## src/rtl/regfile_wb_arbiter.sv

```systemverilog
// Register file write-port arbiter. Pipeline writes own the port; long-latency
// results wait in an in-order queue and drain into idle port cycles.
module regfile_wb_arbiter #(
  parameter int DATA_W = 32,
  parameter int ADDR_W = 5,
  parameter int DEPTH  = 2
) (
  input  logic                   clk,
  input  logic                   rst,
  input  logic                   pipe_we,
  input  logic [ADDR_W-1:0]      pipe_waddr,
  input  logic [DATA_W-1:0]      pipe_wdata,
  input  logic                   lu_valid,
  output logic                   lu_ready,
  input  logic [ADDR_W-1:0]      lu_waddr,
  input  logic [DATA_W-1:0]      lu_wdata,
  output logic                   we,
  output logic [ADDR_W-1:0]      waddr,
  output logic [DATA_W-1:0]      wdata,
  output logic [(1<<ADDR_W)-1:0] pend_mask
);

  localparam int PW = (DEPTH > 1) ? $clog2(DEPTH) : 1;

  logic [DEPTH-1:0]  q_valid;
  logic [ADDR_W-1:0] q_addr [DEPTH];
  logic [DATA_W-1:0] q_data [DEPTH];
  logic [PW-1:0]     rd_ptr, wr_ptr;
  logic [PW:0]       count;

  logic full, empty, pipe_hit, push, head_valid, pop;

  assign full       = (count == (PW+1)'(DEPTH));
  assign empty      = (count == '0);
  assign lu_ready   = rst & ~full;
  assign pipe_hit   = pipe_we && (pipe_waddr != '0);
  assign push       = lu_valid && lu_ready && (lu_waddr != '0);
  assign head_valid = !empty && q_valid[rd_ptr];
  // A squashed head retires even while the pipeline holds the port.
  assign pop        = !empty && (!q_valid[rd_ptr] || !pipe_hit);

  always_ff @(posedge clk or negedge rst) begin
    if (!rst) begin
      we      <= 1'b0;
      waddr   <= '0;
      wdata   <= '0;
      q_valid <= '0;
      rd_ptr  <= '0;
      wr_ptr  <= '0;
      count   <= '0;
      for (int unsigned i = 0; i < DEPTH; i++) begin
        q_addr[i] <= '0;
        q_data[i] <= '0;
      end
    end else begin
      if (pipe_hit) begin
        we    <= 1'b1;
        waddr <= pipe_waddr;
        wdata <= pipe_wdata;
      end else if (head_valid) begin
        we    <= 1'b1;
        waddr <= q_addr[rd_ptr];
        wdata <= q_data[rd_ptr];
      end else begin
        we <= 1'b0;
      end

      for (int unsigned i = 0; i < DEPTH; i++) begin
        if (pipe_hit && (q_addr[i] == pipe_waddr)) q_valid[i] <= 1'b0;
      end

      if (pop) begin
        q_valid[rd_ptr] <= 1'b0;
        rd_ptr          <= rd_ptr + PW'(1);
      end

      if (push) begin
        q_valid[wr_ptr] <= !(pipe_hit && (pipe_waddr == lu_waddr));
        q_addr[wr_ptr]  <= lu_waddr;
        q_data[wr_ptr]  <= lu_wdata;
        wr_ptr          <= wr_ptr + PW'(1);
      end

      case ({push, pop})
        2'b10:   count <= count + (PW+1)'(1);
        2'b01:   count <= count - (PW+1)'(1);
        default: count <= count;
      endcase
    end
  end

  always_comb begin
    pend_mask = '0;
    for (int unsigned i = 0; i < DEPTH; i++) begin
      if (q_valid[i]) pend_mask[q_addr[i]] = 1'b1;
    end
    pend_mask[0] = 1'b0;
  end

endmodule

```

## config.mk

```make
export PLATFORM = sky130hd
export DESIGN_NAME = regfile_wb_arbiter
export DESIGN_NICKNAME = d
export VERILOG_FILES = /design/src/rtl/regfile_wb_arbiter.sv
export SDC_FILE = /design/constraint.sdc
export NUM_CORES = 1
export LEC_CHECK = 0
export ABC_AREA = 0
export BUFFER_PORTS_ARGS = -buffer_cell sky130_fd_sc_hd__buf_4
export CORE_MARGIN = 8
export CORE_UTILIZATION = 58
export DETAILED_ROUTE_END_ITERATION = 10
export PLACE_DENSITY = 0.91
export SYNTH_ARGS = -nofsm -noshare
export SYNTH_HDL_FRONTEND = slang
export SYNTH_SLANG_ARGS = --single-unit
```

## constraint.sdc

```tcl
create_clock -name clk -period 2.69 [get_ports clk]
set_input_delay 0.4035 -clock clk [delete_from_list [all_inputs] [get_ports clk]]
set_output_delay 0.4035 -clock clk [all_outputs]
set_load 0.005 [all_outputs]
```

==> impl_metrics.yaml <==
cts:
  cts_made_buffers: 17
  clk_pin_slew_ns: 0.06
  cts_sinks: 118
  cts_tree: "built"
  ctsRootBufferMaster: "clkbuf_8"
  ctsResizeCount: 0
  clock_path_buffers: 2
  post_cts_buffers: 0
  cts_hold_buf: 0
  clkLatencyLatePin_ns: 0.51
  htreeDepth: 4
global_route:
  antenna_found_initial: 0
  grt_pass1_wl_um: 26680
  grt.total_usage_pct: 23.32
  overflow: 0
  grt_start_max_net_pins: 73
  grt_pass1_vias: 5086
sta:
  rsz0062_at_grt: "no"
  relSlewSlack_pct: 39.64
  fin_setup_tns_ns: 0
  hold_viol: 0
  fmax_ghz: 0.4066
  final-setup-viol-count: 0
  period_share_pct: 91.44
  slew_viol_final: 0
  min_period_ns: 2.460
  hold_ws_ns: 0.04286
  skew_ns: 0.01033
  tightest_slew_ns: 0.9054
floorplanning:
  core_mm2: 0.01032
  start_util_pct: 59.88
  rows: 37
  io-pin-count: 149
  dieArea_mm2: 0.01422
  die_y_um: 119.2
  die_w_um: 119.2
setup_path:
  path_buf_inv: 1
  critical_path_cell_count: 3
  ff2ff_setup_slack_ns: 0.57
  cp-start-kind: "flop"
  ff2ff_path_depth: 5
  cpPeakStageDelay_ns: 0.62
  crit_fanout: 11
  required_ns: 2.29
  slowest_stage: "dfrtp_1"
  arrival_ns: 2.06
  path_class: "reg -> out"
  cp_top_family: "flip-flops"
  regToRegEndpoint: "q_data[21]$_DFFE_PN0P_"
  path_cells: "or3b_2, o22ai_1, buf_4"
  r2r_start: "count[1]$_DFFE_PN0P_"
  worst_setup_path_end_kind: "output port"
logic_synthesis:
  yosysSeqAreaShare_pct: 47.76
  yosys_warnings: 0
  synth_cell_type_count: 38
  netlist_area_mm2: 0.006182
  synth_edf_count: 0
  avgSynthCellArea_um2: 12.44
  synth-seq-cells: 118
  synthArstFlopShare_pct: 100.0
  syn_inst: 497
  ys.flop_type: "dfrtp_1"
  synth_fp_nets: 576
route:
  first_iter_violations: 390
  wl_per_cell_um: 21.08
  wirelength_um: 16440
  dr.pass1.iters: 5
  antenna_left: 0
  via_per_inst: 5.964
  drc: 0
  vias: 4652
place:
  dp_hpwl_um: 10980
  dp.cells: 748
  place.gp.congestion: 0.8387
  port_buffers: 147
final_layout:
  multiInputGateArea_mm2: 0.002992
  fillers: 662
  final_cells: 780
  regArea_mm2: 0.002954
  area_growth_syn_to_layout_pct: 27.24
  fin_util_pct: 76.20
  num-nets-final: 710
  drive_gt1_share_pct: 48.14
  num_antenna_cells: 0
status:
  status: "finished clean"
job:
  drv_cap: 0
pwr:
  p_leak_nw: 3.550
  worst_ir_drop_vdd_uv: 612.4
  power_density_mw_per_mm2: 1161
min_path:
  hold_class: "in -> async"
==> report_power, final <==
part / switching (W) / total [W] / internal, W / leakage, nW
sequential: 0.000724 / 0.00331 / 0.00259 / 1.41
combinational: 0.00152 / 0.00369 / 0.00217 / 1.87
clock: 0.000807 / 0.00213 / 0.00132 / 0.266
total: 0.00305 / 0.00914 / 0.00608 / 3.55
==> routing by layer <==
layer | track usage, % | up-vias | share of wire, % | wire length [um]
li1 | - | 2064 | - | -
met1 | 27.61 | 2340 | 40 | 6591
met2 | 40.18 | 194 | 52 | 8484
met3 | 5.574 | 54 | 5.6 | 922
met4 | 9.012 | 0 | 2.7 | 442
met5 | 0 | - | 0 | 0
==> how the worst max path moves through the flow <==
stage	end	from
after floorplan	count[1]$_DFFE_PN0P_	pipe_waddr[1]
after global placement	q_data[3]$_DFFE_PN0P_	lu_waddr[1]
after detailed placement	q_data[3]$_DFFE_PN0P_	lu_waddr[1]
after CTS	pend_mask[8]	q_addr[8]$_DFFE_PN0P_
after global routing	pend_mask[19]	q_addr[4]$_DFFE_PN0P_
final	pend_mask[8]	q_addr[8]$_DFFE_PN0P_
==> registers in the layout, indices dropped and copies added (netlist names) <==
register,count
q_data,64
wdata,32
q_addr,10
waddr,5
count,2
q_valid,2
rd_ptr,1
we,1
wr_ptr,1
==> kinds of logic (layout without fill, tap and decap cells) <==
group	Yosys count	count (layout)	share of synthesized area [%]
AO/OA/AOI/OAI	81	81	7.792
XOR/XNOR	18	18	2.550
adder cells (fa/ha/maj)	1	1	0.2024
buffers and inverters	44	191	3.987
flip-flops	118	118	47.76
multiplexers	149	149	30.03
other	1	1	0.06066
AND/OR/NAND/NOR	85	85	7.610
==> worst reg2reg max path: stages (launching register included) <==
cell and delay, ns:
dfrtp_1 0.38, inv_1 0.15, o211ai_4 0.16, nor3_4 0.41, buf_4 0.54, mux2_4 0.37
==> synth_stat cells, types with 6 or more instances <==
master,number,share of area [%]
nand2_1,41,2.5
buf_2,8,0.65
mux2_2,50,9.1
mux2i_1,37,6.0
nand3_1,7,0.57
o21ai_0,37,3.0
xnor2_1,12,1.7
nand3b_1,10,1.2
mux2_4,60,15
xor2_1,6,0.85
dfrtp_1,118,48
clkbuf_1,21,1.3
o22ai_1,31,3.1
buf_6,7,1.3
==> per-stage QoR <==
step / instance area, um2 / total power [W] / setup slack [ns]
3_5_place_dp: 7298 / 0.006901 / 0.4942
3_3_place_gp: 7298 / 0.006688 / 0.5275
2_1_floorplan: 6182 / 0.005794 / 0.5590
6_report: 7866 / 0.009135 / 0.2303
4_1_cts: 7866 / 0.009133 / 0.2842
5_1_grt: 7866 / 0.009599 / 0.1142
==> area by class of cell <==
| cell class | count | area share [%] |
|---|---|---|
| Inverter | 3 | 0.1432 |
| Tap cell | 136 | 2.163 |
| Clock inverter | 10 | 1.209 |
| Sequential cell | 118 | 37.55 |
| Timing Repair Buffer | 156 | 14.89 |
| Clock buffer | 22 | 6.012 |
| Multi-Input combinational cell | 335 | 38.03 |
==> cell usage in the layout (no fill, tap or decap), drive strengths merged, types with 5 or more instances in the layout <==
cell type	instances
clkbuf	22
buf	156
nand3b	10
or3b	5
nor2	6
xor2	6
o22ai	31
o21ai	40
xnor2	12
nand2	41
nand3	7
dfrtp	118
clkinvlp	5
mux2i	37
mux2	112
Note: power is estimated with default switching activity, not from simulation.
